--- src/rtl/ex_pipe_ctrl.sv ---
// ex_pipe_ctrl -- EX-stage pipeline sequencing controller.
//
// Purpose:
//   Drives the PC / IF-ID / ID-EX load enables and bubble flushes. It handles
//   redirects resolved in EX (taken branch, jal, jalr), load-use hazards
//   between ID and EX, and a shared multi-cycle unit (mul/div) that runs
//   through a go/done handshake with a timeout. It also keeps saturating
//   stall and flush performance counters.
//
// Handshake with the multi-cycle unit:
//   mc_go_o is a one-cycle start pulse, issued only from RUN. The unit answers
//   with a one-cycle mc_done_i pulse. No second go is issued until that done
//   arrives or the timeout abort fires. mc_abort_o is a one-cycle pulse that
//   tells the unit to drop the operation. A reset abandons the operation with
//   no abort pulse, because the unit shares rst.
//
// Ports:
//   clk, rst            clock; synchronous active-high reset
//   id_rs1_i/id_rs2_i   source register indices of the ID instruction
//   id_use_rs1_i/_rs2_i ID instruction actually reads rs1/rs2
//   ex_valid_i          EX holds a real instruction
//   ex_rd_i             EX destination register
//   ex_memread_i        EX instruction is a load
//   jump_flag_ex_i      EX resolved a taken branch / jal / jalr
//   pc_new_ex_i         EX-computed target PC
//   mc_req_ex_i         EX instruction needs the multi-cycle unit
//   mc_done_i           multi-cycle result valid (1-cycle pulse)
//   pc_write_o          PC load enable
//   pc_sel_o            1 = PC loads pc_redirect_o
//   pc_redirect_o       redirect target (always pc_new_ex_i)
//   if_id_write_o       IF/ID load enable
//   if_id_flush_o       IF/ID loads a bubble
//   id_ex_write_o       ID/EX load enable
//   id_ex_flush_o       ID/EX loads a bubble
//   mc_go_o             multi-cycle start pulse
//   mc_abort_o          multi-cycle timeout abort pulse
//   mc_err_o            sticky timeout error
//   stall_cnt_o         saturating count of cycles with the PC held
//   flush_cnt_o         saturating count of redirects taken
//   dbg_state_o         current FSM state (0 = RUN, 1 = MC_BUSY)

module ex_pipe_ctrl #(
    parameter int MC_TIMEOUT = 64,
    parameter int CNT_W      = 16
) (
    input  logic             clk,
    input  logic             rst,
    input  logic [4:0]       id_rs1_i,
    input  logic [4:0]       id_rs2_i,
    input  logic             id_use_rs1_i,
    input  logic             id_use_rs2_i,
    input  logic             ex_valid_i,
    input  logic [4:0]       ex_rd_i,
    input  logic             ex_memread_i,
    input  logic             jump_flag_ex_i,
    input  logic [31:0]      pc_new_ex_i,
    input  logic             mc_req_ex_i,
    input  logic             mc_done_i,
    output logic             pc_write_o,
    output logic             pc_sel_o,
    output logic [31:0]      pc_redirect_o,
    output logic             if_id_write_o,
    output logic             if_id_flush_o,
    output logic             id_ex_write_o,
    output logic             id_ex_flush_o,
    output logic             mc_go_o,
    output logic             mc_abort_o,
    output logic             mc_err_o,
    output logic [CNT_W-1:0] stall_cnt_o,
    output logic [CNT_W-1:0] flush_cnt_o,
    output logic             dbg_state_o
);

    // The age counter only ever needs to reach MC_TIMEOUT-1.
    localparam int            TW     = $clog2(MC_TIMEOUT);
    localparam logic [TW-1:0] T_LAST = TW'(MC_TIMEOUT - 1);

    typedef enum logic {
        RUN     = 1'b0,
        MC_BUSY = 1'b1
    } state_t;

    state_t         state;
    state_t         state_nxt;
    logic [TW-1:0]  mc_age;
    logic           redirect_take;
    logic           load_use;

    assign pc_redirect_o = pc_new_ex_i;
    assign dbg_state_o   = state;

    // A load to x0 never creates a real dependency.
    assign load_use = ex_valid_i && ex_memread_i && (ex_rd_i != 5'd0) &&
                      ((id_use_rs1_i && (id_rs1_i == ex_rd_i)) ||
                       (id_use_rs2_i && (id_rs2_i == ex_rd_i)));

    always_comb begin
        pc_write_o    = 1'b1;
        pc_sel_o      = 1'b0;
        if_id_write_o = 1'b1;
        if_id_flush_o = 1'b0;
        id_ex_write_o = 1'b1;
        id_ex_flush_o = 1'b0;
        mc_go_o       = 1'b0;
        mc_abort_o    = 1'b0;
        redirect_take = 1'b0;
        state_nxt     = state;

        if (rst) begin
            // Freeze the pipeline and fill both stage registers with bubbles.
            pc_write_o    = 1'b0;
            if_id_write_o = 1'b0;
            id_ex_write_o = 1'b0;
            if_id_flush_o = 1'b1;
            id_ex_flush_o = 1'b1;
            state_nxt     = RUN;
        end else begin
            case (state)
                RUN: begin
                    if (ex_valid_i && jump_flag_ex_i) begin
                        // The redirect beats a load-use stall because the ID
                        // instruction is on the wrong path and gets squashed.
                        redirect_take = 1'b1;
                        pc_sel_o      = 1'b1;
                        if_id_flush_o = 1'b1;
                        id_ex_flush_o = 1'b1;
                    end else if (ex_valid_i && mc_req_ex_i) begin
                        mc_go_o       = 1'b1;
                        pc_write_o    = 1'b0;
                        if_id_write_o = 1'b0;
                        id_ex_write_o = 1'b0;
                        state_nxt     = MC_BUSY;
                    end else if (load_use) begin
                        pc_write_o    = 1'b0;
                        if_id_write_o = 1'b0;
                        id_ex_flush_o = 1'b1;
                    end
                end
                MC_BUSY: begin
                    if (mc_done_i) begin
                        // Release in the done cycle so ID/EX picks up the
                        // next instruction without a dead cycle.
                        state_nxt = RUN;
                    end else if (mc_age == T_LAST) begin
                        mc_abort_o = 1'b1;
                        state_nxt  = RUN;
                    end else begin
                        pc_write_o    = 1'b0;
                        if_id_write_o = 1'b0;
                        id_ex_write_o = 1'b0;
                    end
                end
                default: state_nxt = RUN;
            endcase
        end
    end

    always_ff @(posedge clk) begin
        if (rst) begin
            state       <= RUN;
            mc_age      <= '0;
            mc_err_o    <= 1'b0;
            stall_cnt_o <= '0;
            flush_cnt_o <= '0;
        end else begin
            state <= state_nxt;

            if (mc_go_o) begin
                mc_age <= '0;
            end else if (state == MC_BUSY) begin
                mc_age <= mc_age + TW'(1);
            end

            if (mc_abort_o) begin
                mc_err_o <= 1'b1;
            end

            if (!pc_write_o && (stall_cnt_o != '1)) begin
                stall_cnt_o <= stall_cnt_o + CNT_W'(1);
            end

            if (redirect_take && (flush_cnt_o != '1)) begin
                flush_cnt_o <= flush_cnt_o + CNT_W'(1);
            end
        end
    end

endmodule

--- config.mk ---
export PLATFORM = sky130hd
export DESIGN_NAME = ex_pipe_ctrl
export DESIGN_NICKNAME = d
export VERILOG_FILES = /design/src/rtl/ex_pipe_ctrl.sv
export SDC_FILE = /design/constraint.sdc
export NUM_CORES = 1
export LEC_CHECK = 0
export ABC_AREA = 1
export BUFFER_PORTS_ARGS = -buffer_cell sky130_fd_sc_hd__clkbuf_2
export CORE_MARGIN = 8
export CORE_UTILIZATION = 47
export DETAILED_ROUTE_END_ITERATION = 8
export PLACE_DENSITY = 0.92
export REMOVE_ABC_BUFFERS = 1
export SETUP_SLACK_MARGIN = 0.02
export SLEW_MARGIN = 20
export SYNTH_ARGS = -nofsm -noshare
export SYNTH_HDL_FRONTEND = slang
export SYNTH_SLANG_ARGS = --single-unit
--- constraint.sdc ---
create_clock -name clk -period 2.1 [get_ports clk]
set_input_delay 0 -clock clk [delete_from_list [all_inputs] [get_ports clk]]
set_output_delay 0 -clock clk [all_outputs]
set_load 0.05 [all_outputs]
Word-level counts from Yosys, hierarchy flattened. Cells that the tools add are included.

Add/sub/neg operators: 3. Reductions and logical operators: 13. Bitwise operators: 1. Mux-type cells: 30. Eq/ne operators: 5.

Operators with widths (number): $add A16 B1 Y16 const B (2); $ne A16 B16 Y1 const B (2); $mux W1 (27); $eq A5 B5 Y1 (2); $logic_and A1 B1 Y1 (9); $add A6 B1 Y6 const B (1); $eq A6 B6 Y1 const B (1); $pmux W1 S2 (3); $reduce_bool A5 Y1 (1); $reduce_or A2 Y1 (1); $logic_not A1 Y1 (1); $logic_or A1 B1 Y1 (1); $not A1 Y1 (1).

Input bits: 56. Flip-flop bits (word level): 40.

Depth between registers and ports, before layout. Gate-level depths: netlist (run 1).

Depth in word-level cells: 11. Mapped depth: 12. Gate-level depth less buffers: 11.

Least setup slack after synthesis (run 1). No wires, ideal clock.

Path kind: register -> register. Start point: reg state, in the netlist dbg_state_o. End point: reg mc_err_o. Clock period less this slack: 2.839 ns. Arrival time: 2.768 ns. Buffers on the path: 0. Cell stages (with the launch flop): 6. Setup slack: -0.739 ns. Library setup time: 0.071 ns. Required time: 2.029 ns. Cell sequence: dfxtp_1 > inv_2 > or2_1 > nor4_1 > nor2_1 > nor2_1.

Word-level cells in the longest chain between the ends: 2.

RTL lines: start, declared (RTL line 83) `state_t state;`; start signal, assigned (RTL line 166) `state <= state_nxt;`; $mux W1 (RTL line 118) `case (state)`; $mux W1 (RTL line 109) `if (rst) begin`; net mc_abort_o (RTL line 67) `output logic mc_abort_o,`; end signal, assigned (RTL line 162) `mc_err_o <= 1'b0;`; end signal, assigned (RTL line 175) `mc_err_o <= 1'b1;`; end, declared (RTL line 68) `output logic mc_err_o,`.

The timed path passes the listed nets, and every way through them passes these cells. A chain may end at the register's enable or synchronous reset.

Final worst setup path (run 1).
Start point: reg state, in the netlist dbg_state_o. End point: out mc_abort_o.

Word-level cells in the longest chain between the ends: 2.

RTL lines (RTL line): $mux W1 (118); $mux W1 (109); end, declared (67).

No other way between the ends.

==> results.cfg, run 1 <==
[outcome]
status = completed

[detailed_routing]
antenna_left = 0
dr.first_iter.drc_count = 140
vias = 2632
drt-wirelength-per-cell_um = 14.91
drtPass1Iterations = 5
drc_errors = 0
drt-total-wl_um = 7651
via_per_inst = 5.131

[worst_setup_path]
endpoint_kind = output port
cpMaxStageDelayCell = dfxtp_1
path_cells = inv_2, or2_1, nor4_1, clkbuf_2
max_stage_delay_ns = 0.49
cp_top_family = simple AND/OR/NAND/NOR gates
timing.rr.start = stall_cnt_o[0]$_SDFFE_PP0P_
cp.arrival_ns = 1.91
cp.required_ns = 2.10
cp-startpoint = dbg_state_o$_SDFF_PP0_
start_kind = flop
critPathKind = reg -> out
cp_max_fo = 8
crit_buf_inv = 2

[hold_path]
worstHoldStart = pc_new_ex_i[21]
hold_path.class = in -> out

[sta]
rsz0062_at_grt = false
drv_slew = 0
fin_hold_ws_ns = 0.00006529
slew_headroom_pct = 65.02
setup_violations = 0
fin_crit_ns = 1.909
fmax_ghz = 0.5238
hold_viol = 0
worst_pin_slew_ns = 0.5199
setup_tns_ns = 0
finClkSkew_ns = 0.007694
finalCritPeriodShare_pct = 90.91

[global_route]
grt_max_degree = 23
grt.total_usage_pct = 17.91
grt_pass1_vias = 2531
grt-ovfl-total = 0
grt_antenna_before_repair = 0
grt_pass1_wl_um = 12090

[final_layout]
fin_nets = 499
mostFrequentLayoutCells = 99 x nand2_1, 65 x clkbuf_2, 47 x nor2_1
area_delta_synth_final_pct = 8.653
antenna-diode-count = 0
drive_above_1_share_pct = 20.41
final_common_cell = nand2_1

[synth]
ys_seq_area_share_pct = 29.93
async_reset_ff_share_pct = 0
synth_ff_type = dfxtp_1
yosys_warnings = 0
netlist_area_sq_um = 2675
ys_types = 27
ys_ff_latch = 40
synth_edf_count = 0
syn_avg_cell_area_sq_um = 6.573
syn_inst = 407

[cts]
h-tree-depth = 2
clk_latency_ns = 0.31
cts_setup_buffers = 0
hold_buffers = 0
clock-sinks = 40
cts-root-buf = clkbuf_8
cts_made_buffers = 5
clk_pin_slew_worst_paths_ns = 0.08
clk_path_buf_depth = 2
ctsResizeCount = 0
cts_tree = built

[die]
core-area_sq_um = 5507
die_x_um = 91.44
die_y_um = 91.44
rows = 27
initial_utilization_pct = 48.58
ios = 130
dieArea_sq_um = 8361

[power_and_ir_drop]
ir_drop_uv = 281.7
fin_total_pwr_mw = 1.555
p_per_area_nw_per_um2 = 535.1
p_leak_nw = 1.365

[place]
port-buffer-count = 65
gp_congestion = 0.9532
dp_hpwl_um = 5983

[flow_run]
maxCapViolations = 0
==> kinds of logic after synthesis <==
group | after synthesis | share of synthesized area (%)
xor+xnor | 20 | 6.548
simple gates | 216 | 36.48
fa+ha+maj | 3 | 1.403
buf+inv | 89 | 18.10
flops | 40 | 29.93
compound gates | 39 | 7.531
==> sequential cells by signal, indices dropped and copies added (netlist names) <==
| name | count |
|---|---|
| dbg_state_o | 1 |
| mc_age | 6 |
| mc_err_o | 1 |
| flush_cnt_o | 16 |
| stall_cnt_o | 16 |
==> worst paths after layout <==
check,endpoint,slack [ns],cells after the start
worst min register to register,mc_err_o$_SDFFE_PP0P_,0.48,2
worst min-delay path,pc_redirect_o[21],0.00007,0
worst max register to register,stall_cnt_o[2]$_SDFFE_PP0P_,0.33,11
worst max-delay path,mc_abort_o,0.19,4
==> power by group <==
group	total (mW)	switching, mW	internal (mW)
registers	0.778	0.0110	0.767
logic	0.220	0.158	0.0617
clock network	0.558	0.292	0.266
==> metrics by stage <==
| stage | setup WS (ns) | std cells | cell area, sq um | utilization (%) |
|---|---|---|---|---|
| floorplan | -0.7389 | 364 | 2364 | - |
| global placement | 0.4042 | 505 | 2809 | 51.01 |
| detailed placement | 0.3480 | 505 | 2809 | 51.01 |
| CTS | 0.1972 | 513 | 2907 | 52.78 |
| global route | 0.07833 | 513 | 2907 | 52.78 |
| finish | 0.1908 | 513 | 2907 | 52.78 |
==> per-layer routing <==
layer	vias to the layer above	share of wire (%)	track usage [%]
li1	1320	-	-
met1	1178	41	19.85
met2	117	44	26.65
met3	15	12	11.19
met4	2	1.8	6.548
met5	-	0.50	5.357
==> cells in the mapped netlist, types with 4 or more instances <==
master    count  share of area [%]
nand4_1       5                1.2
nand3_1      38                7.1
clkbuf_1      4               0.56
buf_4        33                9.3
inv_1        43                6.0
xor2_1       14                4.6
nor3_1       10                1.9
dfxtp_1      40                 30
xnor2_1       6                2.0
nor2_1       47                6.6
nand2_1      99                 14
o21ai_0       8                1.5
a21oi_1      29                5.4
==> final cells by class <==
type                            instances  area, sq um
Timing Repair Buffer                   69        355.3
Multi-Input combinational cell        278         1390
Inverter                               46        172.7
Sequential cell                        40        800.8
Tap cell                               72        90.09
Clock buffer                            6        82.58
Clock inverter                          2        15.01
Fill cell                             534         2600
Note: power is estimated with default switching activity, not from simulation.
==> run 2: changes to the inputs <==
--- a/config.mk
+++ b/config.mk
@@ -5,12 +5,11 @@
 export SDC_FILE = /design/constraint.sdc
 export NUM_CORES = 1
 export LEC_CHECK = 0
-export ABC_AREA = 1
 export BUFFER_PORTS_ARGS = -buffer_cell sky130_fd_sc_hd__clkbuf_2
 export CORE_MARGIN = 8
-export CORE_UTILIZATION = 47
+export CORE_UTILIZATION = 45
 export DETAILED_ROUTE_END_ITERATION = 8
-export PLACE_DENSITY = 0.92
+export PLACE_DENSITY = 0.91
 export REMOVE_ABC_BUFFERS = 1
 export SETUP_SLACK_MARGIN = 0.02
 export SLEW_MARGIN = 20
==> run 2 against run 1 <==
Net effect:
- cell count shrank 25%
- sequential power shrank 0.5%
- register-to-register slack lost 0.23 ns
- critical path type is now reg -> reg
- critical endpoint is now stall_cnt_o[9]$_SDFFE_PP0P_
- largest power group unchanged
==> results.cfg, run 2 <==
[global_route]
grt-ovfl-total = 0
grt.total_usage_pct = 16.41
grt_antenna_before_repair = 0
grt_max_degree = 36
grt_pass1_wl_um = 10160
grt_pass1_vias = 2041

[worst_setup_path]
path_cells = ha_4, and3_4, nand3_2, a31o_4, a31oi_4, clkbuf_16, nor3_2, mux2_4
endpoint_kind = flop
critPathKind = reg -> reg
cp_max_fo = 7
start_kind = flop
cpMaxStageDelayCell = dfxtp_2
cp.required_ns = 2.29
max_stage_delay_ns = 0.37
reg2reg_depth = 8
cp.arrival_ns = 2.19

[cts]
clk_path_buf_depth = 2
cts_setup_buffers = 0
cts_tree = built
cts-root-buf = clkbuf_8
clk_latency_ns = 0.29
clk_pin_slew_worst_paths_ns = 0.09
clock-sinks = 40
h-tree-depth = 2
cts_made_buffers = 5

[die]
ios = 130
core-area_sq_um = 5371
dieArea_sq_um = 8031
rows = 27
die_x_um = 89.62
die_y_um = 89.62
initial_utilization_pct = 45.40

[sta]
hold_viol = 0
rsz0062_at_grt = false
slew_headroom_pct = 64.16
finalCritPeriodShare_pct = 95.28
worst_pin_slew_ns = 0.5302
finClkSkew_ns = 0.01583
fmax_ghz = 0.4998
setup_violations = 0
fin_crit_ns = 2.001
setup_tns_ns = 0
drv_slew = 0

[detailed_routing]
vias = 2164
drt-total-wl_um = 7060
dr.first_iter.drc_count = 186
via_per_inst = 5.592
antenna_left = 0
drt-wirelength-per-cell_um = 18.24
drtPass1Iterations = 4
drc_errors = 0

[power_and_ir_drop]
p_per_area_nw_per_um2 = 573.3
ir_drop_uv = 258.5
p_leak_nw = 1.156

[hold_path]
holdPathStages = 0
hold_path.class = in -> out

[final_layout]
final_common_cell = clkbuf_2
seq_area_sq_um = 803.3
final_cell_count_no_fill = 387
multi_input_area_sq_um = 1315
final_cell_area_sq_um = 2843
drive_above_1_share_pct = 33.65
area_delta_synth_final_pct = 16.57
post-route-util_pct = 52.92
antenna-diode-count = 0
top_regs = flush_cnt_o: 16 flops, stall_cnt_o: 16 flops, mc_age: 6 flops
nFillCells = 475
fin_nets = 373
mostFrequentLayoutCells = 63 x clkbuf_2, 38 x dfxtp_1, 27 x nor2_1

[synth]
synth_edf_count = 0
netlist_area_sq_um = 2439
syn_inst = 276
ys_types = 50
async_reset_ff_share_pct = 0
synth_most_common_cell = dfxtp_1
yosys_warnings = 0
synthTopCellsByCount = 40 x dfxtp_1, 33 x buf_4, 27 x nor2_1
ys_seq_area_share_pct = 32.84
ys_ff_latch = 40
yosysTopAreaCellShare_pct = 32.84
ys_top_cells_by_area = dfxtp_1 33%, buf_4 10%, xnor2_1 6.1%
synth_ff_type = dfxtp_1
yosysTopAreaCell = dfxtp_1
syn_avg_cell_area_sq_um = 8.835

[place]
port-buffer-count = 65
placed_cell_area_sq_um = 2633
dp_hpwl_um = 5235
placedCellCount = 376
gp_congestion = 0.8553

[outcome]
status = completed

[flow_run]
maxCapViolations = 0
-- run 2: cell count changes in the layout (fill, tap and decap cells not counted), moves of 8 or more --
cell     change
xnor2_1     +11
nand4_1      +8
nor3_1       -8
or4_1        +8
nand2_1     -84
inv_1       -36
o31ai_1      +8
nor2_1      -20
nand3_1     -28
a21oi_1     -15
-- run 2: path summary, 6_finish.rpt --
| path | startpoint | endpoint | slack [ns] |
|---|---|---|---|
| hold / removal | pc_new_ex_i[3] | pc_redirect_o[3] | 0.0005 |
| hold reg to reg | mc_err_o$_SDFFE_PP0P_ | mc_err_o$_SDFFE_PP0P_ | 0.46 |
| setup reg to reg | mc_age[1]$_SDFFE_PP0P_ | stall_cnt_o[9]$_SDFFE_PP0P_ | 0.1 |
| setup / recovery | mc_age[1]$_SDFFE_PP0P_ | stall_cnt_o[9]$_SDFFE_PP0P_ | 0.1 |
-- run 2: power breakdown --
group	internal (mW)	leakage (nW)	switching [mW]
logic	0.0951	0.777	0.139
clock network	0.353	0.0552	0.268
registers	0.765	0.324	0.00850
-- run 2: metrics by stage --
step           worst slack [ns]  hold slack, ns  power (mW)
2_1_floorplan            -1.548               0      0.9105
3_3_place_gp             0.1182       0.0006360      0.9980
3_5_place_dp            0.04163       0.0006360       1.003
4_1_cts                 0.03415       0.0006360       1.625
5_1_grt                 0.03118       0.0003504       1.684
6_report                0.09912       0.0004788       1.630
-- run 2: layout make-up --
type	count	share of cell area, %
Sequential cell	40	28.26
Clock inverter	2	1.232
Clock buffer	6	2.553
Multi-Input combinational cell	184	46.26
Timing Repair Buffer	76	17.61
Inverter	7	0.9243
Tap cell	72	3.169
-- run 2: cells by family after synthesis --
group                    after synthesis  synth area share (%)
flip-flops                            40                 32.84
AND/OR/NAND/NOR                      108                 25.91
XOR/XNOR                              28                 10.06
multiplexers                           5                 2.873
buffers and inverters                 52                 14.88
AO/OA/AOI/OAI                         40                 11.90
adder cells (fa/ha/maj)                3                 1.539
-- run 2: routing by layer --
metal / vias to the layer above / routed length, um / track usage [%]
met5: - / 0 / 4.861
met2: 105 / 2973 / 22.59
li1: 1029 / - / -
met3: 8 / 858 / 10.01
met4: 0 / 58 / 2.719
met1: 1022 / 3170 / 21.00
-- run 2: timing repair --
action | CTS | global route
hold buffers | 1 | 0
endpoints found under the hold margin | 1 | 0
setup endpoints to repair | 0 | 11
resized for setup | 0 | 8
-- run 2: critical path: cells and delay by family, from the launching register on --
family / cells / cell delay (ns)
buffers and inverters: 1 / 0.23
multiplexers: 1 / 0.28
flip-flops: 1 / 0.37
AO/OA/AOI/OAI: 2 / 0.54
AND/OR/NAND/NOR: 3 / 0.33
adder cells (fa/ha/maj): 1 / 0.14
